## src/rtl/ps2_tx_fifo.sv

```systemverilog
// ps2_tx_fifo
// Device-side PS/2 transmitter fed by a byte FIFO. Bytes written through the
// in_valid/in_ready handshake are queued, then sent one frame at a time:
// start(0), eight data bits LSB first, odd parity, stop(1). The system clock is
// divided down to the PS/2 clock (CLK_DIV clk cycles per half period). If the
// host pulls the clock line low during a frame, the frame is abandoned and the
// same byte is sent again once the host releases the line.
//
// Ports
//   clk, reset     : system clock; synchronous active-high reset
//   in_data        : byte to enqueue
//   in_valid       : enqueue request (accepted when in_ready)
//   in_ready       : FIFO has room (registered level below depth)
//   clr_overflow   : clears the sticky overflow flag
//   ps2_clk_in     : sensed PS/2 clock line, asynchronous
//   ps2_clk        : driven PS/2 clock, 1 = released
//   ps2_data       : driven PS/2 data, 1 = released
//   busy           : frame, inter-frame gap or inhibit wait in progress
//   fifo_level     : bytes stored, 0..2^FIFO_BITS
//   overflow       : sticky, a byte was offered while the FIFO was full
module ps2_tx_fifo #(
    parameter int FIFO_BITS  = 3,
    parameter int CLK_DIV    = 4,
    parameter int GAP_CYCLES = 16
) (
    input  logic                 clk,
    input  logic                 reset,
    input  logic [7:0]           in_data,
    input  logic                 in_valid,
    output logic                 in_ready,
    input  logic                 clr_overflow,
    input  logic                 ps2_clk_in,
    output logic                 ps2_clk,
    output logic                 ps2_data,
    output logic                 busy,
    output logic [FIFO_BITS:0]   fifo_level,
    output logic                 overflow
);

    localparam int DEPTH = 1 << FIFO_BITS;
    localparam int CNT_W = $clog2(2 * CLK_DIV);
    localparam int GAP_W = $clog2(GAP_CYCLES + 1);

    localparam logic [FIFO_BITS:0]   FULL_LEVEL = (FIFO_BITS + 1)'(DEPTH);
    localparam logic [FIFO_BITS:0]   LEVEL_ZERO = (FIFO_BITS + 1)'(0);
    localparam logic [FIFO_BITS:0]   LEVEL_ONE  = (FIFO_BITS + 1)'(1);
    localparam logic [FIFO_BITS-1:0] PTR_ONE    = FIFO_BITS'(1);
    localparam logic [CNT_W-1:0]     CNT_ZERO   = CNT_W'(0);
    localparam logic [CNT_W-1:0]     CNT_ONE    = CNT_W'(1);
    localparam logic [CNT_W-1:0]     HIGH_LAST  = CNT_W'(CLK_DIV - 1);
    localparam logic [CNT_W-1:0]     LOW_FIRST  = CNT_W'(CLK_DIV);
    localparam logic [CNT_W-1:0]     LOW_LAST   = CNT_W'(2 * CLK_DIV - 1);
    localparam logic [GAP_W-1:0]     GAP_LOAD   = GAP_W'(GAP_CYCLES - 1);
    localparam logic [GAP_W-1:0]     GAP_ZERO   = GAP_W'(0);
    localparam logic [GAP_W-1:0]     GAP_ONE    = GAP_W'(1);
    localparam logic [3:0]           BIT_STOP   = 4'd10;

    typedef enum logic [1:0] {
        ST_IDLE    = 2'd0,
        ST_BIT     = 2'd1,
        ST_GAP     = 2'd2,
        ST_INHIBIT = 2'd3
    } state_t;

    // Odd parity bit: 1 when the byte holds an even number of ones.
    function automatic logic odd_parity(input logic [7:0] b);
        odd_parity = ~(^b);
    endfunction

    // Line level for frame position idx of byte b.
    function automatic logic frame_bit(input logic [7:0] b, input logic [3:0] idx);
        logic [2:0] pos;
        pos = idx[2:0] - 3'd1;  // idx 1..8 -> data bit 0..7 (idx 8 wraps to 7)
        case (idx)
            4'd0:                                          frame_bit = 1'b0;
            4'd1, 4'd2, 4'd3, 4'd4, 4'd5, 4'd6, 4'd7, 4'd8: frame_bit = b[pos];
            4'd9:                                          frame_bit = odd_parity(b);
            default:                                       frame_bit = 1'b1;
        endcase
    endfunction

    state_t               state_q, state_d;
    logic [3:0]           bit_idx_q, bit_idx_d;
    logic [CNT_W-1:0]     cnt_q, cnt_d;
    logic [GAP_W-1:0]     gap_cnt_q, gap_cnt_d;
    logic [7:0]           shift_q, shift_d;
    logic [FIFO_BITS-1:0] wptr_q, wptr_d;
    logic [FIFO_BITS-1:0] rptr_q, rptr_d;
    logic [FIFO_BITS:0]   level_q, level_d;
    logic                 overflow_q, overflow_d;
    logic                 sync1_q, sync1_d;
    logic                 sync2_q, sync2_d;
    logic                 ps2_clk_q, ps2_clk_d;
    logic                 ps2_data_q, ps2_data_d;
    logic                 busy_q, busy_d;
    logic [7:0]           mem_q [DEPTH];

    logic push_s;
    logic pop_s;
    logic ovf_s;
    logic inh_s;

    assign in_ready   = (level_q != FULL_LEVEL);
    assign fifo_level = level_q;
    assign overflow   = overflow_q;
    assign ps2_clk    = ps2_clk_q;
    assign ps2_data   = ps2_data_q;
    assign busy       = busy_q;
    assign inh_s      = ~sync2_q;

    // Two-stage synchroniser for the sensed clock line.
    always_comb begin
        sync1_d = ps2_clk_in;
        sync2_d = sync1_q;
    end

    // FIFO bookkeeping: pointers, level and the sticky overflow flag.
    always_comb begin
        push_s = in_valid && (level_q != FULL_LEVEL);
        ovf_s  = in_valid && (level_q == FULL_LEVEL);

        if (push_s) begin
            wptr_d = wptr_q + PTR_ONE;
        end else begin
            wptr_d = wptr_q;
        end

        if (pop_s) begin
            rptr_d = rptr_q + PTR_ONE;
        end else begin
            rptr_d = rptr_q;
        end

        case ({push_s, pop_s})
            2'b10:   level_d = level_q + LEVEL_ONE;
            2'b01:   level_d = level_q - LEVEL_ONE;
            default: level_d = level_q;
        endcase

        // A drop in the same cycle as a clear keeps the flag set.
        if (ovf_s) begin
            overflow_d = 1'b1;
        end else if (clr_overflow) begin
            overflow_d = 1'b0;
        end else begin
            overflow_d = overflow_q;
        end
    end

    // Next-state logic of the frame sequencer.
    always_comb begin
        state_d   = state_q;
        bit_idx_d = bit_idx_q;
        cnt_d     = cnt_q;
        gap_cnt_d = gap_cnt_q;
        shift_d   = shift_q;
        pop_s     = 1'b0;
        case (state_q)
            ST_IDLE: begin
                // Head byte is copied, not popped: an abort must resend it.
                if ((level_q != LEVEL_ZERO) && !inh_s) begin
                    state_d   = ST_BIT;
                    bit_idx_d = 4'd0;
                    cnt_d     = CNT_ZERO;
                    shift_d   = mem_q[rptr_q];
                end else begin
                    state_d = ST_IDLE;
                end
            end
            ST_BIT: begin
                // Inhibit is honoured at the end of each high phase except the stop bit.
                if ((cnt_q == HIGH_LAST) && inh_s && (bit_idx_q != BIT_STOP)) begin
                    state_d = ST_INHIBIT;
                    cnt_d   = CNT_ZERO;
                end else if (cnt_q == LOW_LAST) begin
                    cnt_d = CNT_ZERO;
                    if (bit_idx_q == BIT_STOP) begin
                        pop_s     = 1'b1;
                        state_d   = ST_GAP;
                        gap_cnt_d = GAP_LOAD;
                    end else begin
                        bit_idx_d = bit_idx_q + 4'd1;
                    end
                end else begin
                    cnt_d = cnt_q + CNT_ONE;
                end
            end
            ST_GAP: begin
                if (gap_cnt_q == GAP_ZERO) begin
                    state_d = ST_IDLE;
                end else begin
                    gap_cnt_d = gap_cnt_q - GAP_ONE;
                end
            end
            ST_INHIBIT: begin
                if (!inh_s) begin
                    state_d   = ST_GAP;
                    gap_cnt_d = GAP_LOAD;
                end else begin
                    state_d = ST_INHIBIT;
                end
            end
            default: begin
                state_d = ST_IDLE;
            end
        endcase
    end

    // Line and busy levels decoded from the next state, so they are registered
    // and change on the same edge as the sequencer.
    always_comb begin
        busy_d     = (state_d != ST_IDLE);
        ps2_clk_d  = 1'b1;
        ps2_data_d = 1'b1;
        if (state_d == ST_BIT) begin
            ps2_clk_d  = (cnt_d < LOW_FIRST);
            ps2_data_d = frame_bit(shift_d, bit_idx_d);
        end else begin
            ps2_clk_d  = 1'b1;
            ps2_data_d = 1'b1;
        end
    end

    // State and control registers with synchronous reset.
    always_ff @(posedge clk) begin
        if (reset) begin
            state_q    <= ST_IDLE;
            bit_idx_q  <= 4'd0;
            cnt_q      <= CNT_ZERO;
            gap_cnt_q  <= GAP_ZERO;
            shift_q    <= 8'h00;
            wptr_q     <= '0;
            rptr_q     <= '0;
            level_q    <= LEVEL_ZERO;
            overflow_q <= 1'b0;
            sync1_q    <= 1'b1;
            sync2_q    <= 1'b1;
            ps2_clk_q  <= 1'b1;
            ps2_data_q <= 1'b1;
            busy_q     <= 1'b0;
        end else begin
            state_q    <= state_d;
            bit_idx_q  <= bit_idx_d;
            cnt_q      <= cnt_d;
            gap_cnt_q  <= gap_cnt_d;
            shift_q    <= shift_d;
            wptr_q     <= wptr_d;
            rptr_q     <= rptr_d;
            level_q    <= level_d;
            overflow_q <= overflow_d;
            sync1_q    <= sync1_d;
            sync2_q    <= sync2_d;
            ps2_clk_q  <= ps2_clk_d;
            ps2_data_q <= ps2_data_d;
            busy_q     <= busy_d;
        end
    end

    // FIFO storage; contents need no reset because the level gates every read.
    always_ff @(posedge clk) begin
        if (push_s && !reset) begin
            mem_q[wptr_q] <= in_data;
        end
    end

endmodule

```

## config.mk

```make
export PLATFORM = sky130hd
export DESIGN_NAME = ps2_tx_fifo
export DESIGN_NICKNAME = d
export VERILOG_FILES = /design/src/rtl/ps2_tx_fifo.sv
export SDC_FILE = /design/constraint.sdc
export NUM_CORES = 1
export LEC_CHECK = 0
export BUFFER_PORTS_ARGS = -buffer_cell sky130_fd_sc_hd__buf_2
export CAP_MARGIN = 25
export CORE_MARGIN = 1
export CORE_UTILIZATION = 35
export DETAILED_ROUTE_END_ITERATION = 8
export PLACE_DENSITY_LB_ADDON = 0.3
export SLEW_MARGIN = 25
export SYNTH_ARGS = -nofsm -noshare
export SYNTH_HDL_FRONTEND = slang
export SYNTH_SLANG_ARGS = --single-unit
```

## constraint.sdc

```tcl
create_clock -name clk -period 11.1 [get_ports clk]
set_clock_uncertainty 0.1 [all_clocks]
set_input_delay 2.22 -clock clk [delete_from_list [all_inputs] [get_ports clk]]
set_output_delay 2.22 -clock clk [all_outputs]
set_load 0.01 [all_outputs]
```

* Word level (Yosys, flattened, before mapping)
Memory sizes are Yosys's and may differ from the RTL's. A register that Yosys moved wholly into a read port is not among the register bits.
Cells that the tools add are included.
** Storage, ports and cells
- Memory bits (read-only) :: 0
- Output and inout port bits :: 9
- Logic and storage cells :: 111
- Memories :: 1
- Register bits :: 38
- Bits in writable memories :: 64
- Input port bits :: 13
- Bits in latches :: 0
** Cells by class
- Mux-type cells :: 38
- Multiply operators :: 0
- $lt $le $gt $ge :: 2
- Equality and inequality tests :: 26
- $add $sub $neg :: 8
- Bitwise gates (word level) :: 3
- Divide/modulo/power cells :: 0
- Reductions and logical operators :: 19
- Shifts and indexed selects :: 0
** Memories
- mem_q :: depth 8, width 8, read ports 1, clocked after memory_dff 1, wr ports 1, line 96 : logic [7:0] mem_q [DEPTH];
** Operators by type and width (count)
- 2-to-1 mux 5 bit :: 5
- equality test 4 x 3 -> 1 bit, second input constant :: 4
- equality test 4 bit, second input constant :: 4
- 2-to-1 mux 4 bit :: 4
- 2-to-1 mux 8 bit :: 2
- case mux 4 bit (2 select lines) :: 2
- 2-to-1 mux 3 bit :: 5
- case mux 5 bit (3 select lines) :: 1
- 2-to-1 mux 1 bit :: 11
- != test 2 bit, second input constant :: 5
- adder 3 x 1 -> 3 bit, second input constant :: 3
- adder 4 x 1 -> 4 bit, second input constant :: 2
- equality test 4 x 2 -> 1 bit, second input constant :: 2
- 2-to-1 mux 2 bit :: 4
- != test 4 bit, second input constant :: 2
- case mux 2 bit (4 select lines) :: 1
- OR reduction 8 bit :: 1
- parity 8 bit :: 1
- equality test 2 x 1 -> 1 bit, second input constant :: 3
- equality test 2 bit, second input constant :: 3
- logical AND 1 bit :: 6
- case mux 3 bit (2 select lines) :: 1
- AND reduction 6 bit :: 1
- nonzero test 2 bit :: 3
- other kinds (18) :: 20

* Logic depth before layout (Yosys ltp)
- Word-level depth :: 9
- Depth in mapped cells :: 17
- Depth with buffers taken out :: 15

* Worst setup path after synthesis
OpenSTA, ideal clock, no wires.
- Path type :: input port to flip-flop
- Start :: input port in_valid
- End :: memory mem_q[2][0] (enable)
- Library setup time :: 0.398 ns
- Buffers on the path :: 0
- Required time :: 10.602 ns
- Slack :: 7.030 ns
- Arrival time :: 3.572 ns
- Stages :: 3
- Cell sequence :: nand2_1 > or2_2 > nor4b_1
** Between the ends
- Word-level cells in the longest chain between the ends :: 4
** Ends and longest elaborated chain
- from (decl) :: line 29 : input logic in_valid,
- logical AND 1 bit :: line 119 : push_s = in_valid && (level_q != FULL_LEVEL);
- logical AND 1 bit :: line 261 : if (push_s && !reset) begin
- 2-to-1 mux 1 bit :: line 261
- 2-to-1 mux 1 bit (implied by the code) :: line 262 : mem_q[wptr_q] <= in_data;
- to (decl) :: line 96
Every way passes these cells.

* Final worst setup path
- Start :: register bit_idx_q[0]
- End :: register ps2_data_q (netlist: ps2_data)
** Between the ends
- Word-level cells in the longest chain between the ends :: 9
- Elaborated cells between the ends (all ways) :: 31
- Those cells by class :: 2 x add/sub; 12 x eq/ne; 12 x mux; 1 x bitwise; 4 x reduce/logical
** Ends and longest elaborated chain
- from (decl) :: line 83 : logic [3:0] bit_idx_q, bit_idx_d;
- from (signal assigned) :: line 243 : bit_idx_q <= bit_idx_d;
- adder 4 x 1 -> 4 bit / equality test 4 bit (equally long branches) :: line 182, 177
- 2-to-1 mux 4 bit :: line 177 : if (bit_idx_q == BIT_STOP) begin
- 2-to-1 mux 4 bit :: line 175 : end else if (cnt_q == LOW_LAST) begin
- 2-to-1 mux 4 bit :: line 172 : if ((cnt_q == HIGH_LAST) && inh_s && (bit_idx_q != BIT_STOP)) begin
- case mux 4 bit (2 select lines) :: line 158 : case (state_q)
- subtractor 3 x 1 -> 3 bit :: line 73 : pos = idx[2:0] - 3'd1;
- binary-select mux 1 bit (select 3 bit) :: line 76 : 4'd1, 4'd2, 4'd3, 4'd4, 4'd5, 4'd6, 4'd7, 4'd8: frame_bit = b[pos];
- 2-to-1 mux 1 bit (implied by the code) :: line 76
- case mux 1 bit (3 select lines) :: line 74 : case (idx)
- to (signal assigned) :: line 254 : ps2_data_q <= ps2_data_d;
- to (decl) :: line 94 : logic ps2_data_q, ps2_data_d;
Several ways; a longest one is shown, not always the timed one. The select of a mux whose other input is x is not followed.
A chain may end at the register's enable or synchronous reset.

==> impl_metrics.toml <==
[critical_path]
cp_cell_sequence = "inv_1 -> ha_1 -> and3b_1 -> nor3_1 -> nor2_1 -> a21oi_1 -> ha_1 -> inv_1 -> nor4_1 -> a311oi_1 -> a2111o_1 -> o211ai_1 -> o311ai_2"
cp_max_fo = 9
cp.required_ns = 11.21
critPathTopFamily = "simple AND/OR/NAND/NOR gates"
critPathSlowestCell = "nor3_1"
rrSetupSlack_ns = 7.11
critPathKind = "reg2reg"
startpoint_type = "flip-flop"
cp_slowest_stage_delay_ns = 0.66
path_buf_inv = 2
cp-end-kind = "flip-flop"
crit_arrival_ns = 4.11

[yosys]
synth_edf_count = 64
ys.flop_type = "edfxtp_1"
syn_inst = 380
synth_warnings = 0
syn_nets = 410
ys_seq_area_share_pct = 56.5
syn_area_per_cell_sq_um = 12.8
synth_cell_types = 57
async_reset_ff_share_pct = 0
synth-seq-cells = 105
netlist_area_sq_mm = 0.00485

[power]
irDropWorstVdd_mv = 0.0968
power.leakage_nw = 1.87
power.density_mw_per_mm2 = 155
finalPower_mw = 0.844

[sta]
fin_crit_sh_pct = 36.0
tns_ns = 0
layout_setup_ws_ns = 7.11
rsz0062_at_grt = "false"
maxSlewHeadroom_pct = 35.7
fin_crit_ns = 3.99
finalMaxSlewViolations = 0
fmax_mhz = 250
setup_violations = 0
worst_slew_pin_slew_ns = 0.961
hold_viol = 0
hold_slack_ns = 0.312

[global_routing]
grt_pass1_vias = 2985
grt_pass1_wl_um = 15500
grt_max_degree = 44
grt-ovfl-total = 0
antenna_found_initial = 0
track_usage_pct = 14.5

[drt]
wl_um = 9660
wl_per_cell_um = 16.7
vias = 2999
firstDrtPassIters = 5
avgViaCountPerCell = 5.19
drtIter0Drc = 171
drcViolationCount = 0
detail-route-antenna-nets = 0

[placed_design]
place_congestion = 0.788
dp_slack_ns = 6.96
placed_cell_area_sq_mm = 0.00511
dpl.hpwl_um = 6690
io_buffers = 21

[floorplanning]
die-area_sq_mm = 0.0143
rows = 42
die_x_um = 120
ios = 22
initial_core_util_pct = 36.2
die_h_um = 120
core_sq_mm = 0.0134

[cells_and_area]
drive_above_1_share_pct = 16.9
antenna_cells = 0
fillCellCount = 1281
nNetsFinal = 427
area_growth_pct = 12.3
stdcell_area_sq_mm = 0.00545

[job]
maxCapViolations = 0

[clock_tree]
cts_root_buf = "clkbuf_16"
cts_made_buffers = 9
htree_levels = 3
clkTransAtPathRegs_ns = 0.07
clockBufferDepth = 2
cts_resized = 0
hold_buffers = 0
cts_num_sinks = 105
cts_tree = "yes"
post-cts-setup-buffers = 0
clk_latency_ns = 0.35

[outcome]
status = "complete, no violations"

[min_path]
hp-class = "reg2reg"
[metal layers]
layer	up-vias	wire (um)	GRT usage, %
li1	1455	-	-
met1	1481	4140	17.6
met2	48	4980	24.4
met3	15	346	3.61
met4	0	197	6.02
met5	-	0	0
[layout make-up]
type	count	area [sq um]	area share [%]
repair buffers	23	120	2.21
flip-flops and latches	105	2740	50.4
clock buffers	10	229	4.20
inverters	19	71.3	1.31
clock inverters	6	88.8	1.63
multi-input cells	239	1970	36.2
well taps	176	220	4.04
[placed cells by master (no fill, tap or decap), drive strengths merged, types with 5 or more instances in the layout]
cell type and instances:
a21oi 24, a31oi 5, buf 23, clkbuf 10, dfxtp 41, edfxtp 64, ha 16, inv 21
mux2 8, mux2i 10, mux4 16, nand2 22, nand3 7, nor2 35, nor2b 6, nor3 5
nor4 5, o21ai 17, o31ai 5, xnor2 7
[per-stage QoR]
stage | utilization, % | instances
6_report | 40.6 | 578
4_1_cts | 40.5 | 578
2_1_floorplan | - | 380
3_3_place_gp | 38.1 | 562
3_5_place_dp | 38.1 | 562
5_1_grt | 40.6 | 578
[worst paths after layout]
check                    start       end  depth (start not counted)
hold reg to reg        sync1_q   sync2_q                          1
setup / recovery  bit_idx_q[0]  ps2_data                         13
setup reg to reg  bit_idx_q[0]  ps2_data                         13
hold / removal         sync1_q   sync2_q                          1
[state kept, by name (all words and copies together), names as in the netlist, named ones only]
register / flops
bit_idx_q: 4
busy: 1
cnt_q: 3
fifo_level: 4
gap_cnt_q: 5
mem_q: 64
overflow: 1
ps2_clk: 1
ps2_data: 1
rptr_q: 3
shift_q: 8
state_q: 2
sync1_q: 1
sync2_q: 1
wptr_q: 3
[cell families after synthesis]
family	after synthesis	synth area share, %
buf+inv	36	3.66
xor+xnor	12	2.61
fa+ha+maj	17	4.54
mux	34	12.4
simple gates	108	11.5
compound gates	68	8.74
flops	105	56.5
[synth_stat cells, types with 8 or more instances]
| master | number | area, sq um |
|---|---|---|
| a21oi_1 | 24 | 120 |
| clkbuf_1 | 12 | 45.0 |
| dfxtp_1 | 41 | 821 |
| edfxtp_1 | 64 | 1920 |
| ha_1 | 16 | 200 |
| inv_1 | 19 | 71.3 |
| mux2_2 | 8 | 90.1 |
| mux4_1 | 11 | 289 |
| nand2_1 | 22 | 82.6 |
| nor2_1 | 35 | 131 |
| o21ai_0 | 14 | 70.1 |
[worst reg2reg max path: cells and delay by family (launching register included)]
family | cells | cell delay [ns]
AO/OA/AOI/OAI | 5 | 1.12
AND/OR/NAND/NOR | 4 | 1.30
adder cells (fa/ha/maj) | 2 | 0.54
flip-flops | 1 | 0.52
buffers and inverters | 2 | 0.28
[power by group]
| part | switching (mW) | leakage, nW | total (mW) | internal (mW) |
|---|---|---|---|---|
| logic | 0.0411 | 0.806 | 0.0737 | 0.0326 |
| clock network | 0.142 | 0.151 | 0.341 | 0.199 |
| registers | 0.00730 | 0.912 | 0.429 | 0.422 |
| total | 0.191 | 1.87 | 0.844 | 0.653 |
Note: power is estimated with default switching activity, not from simulation.
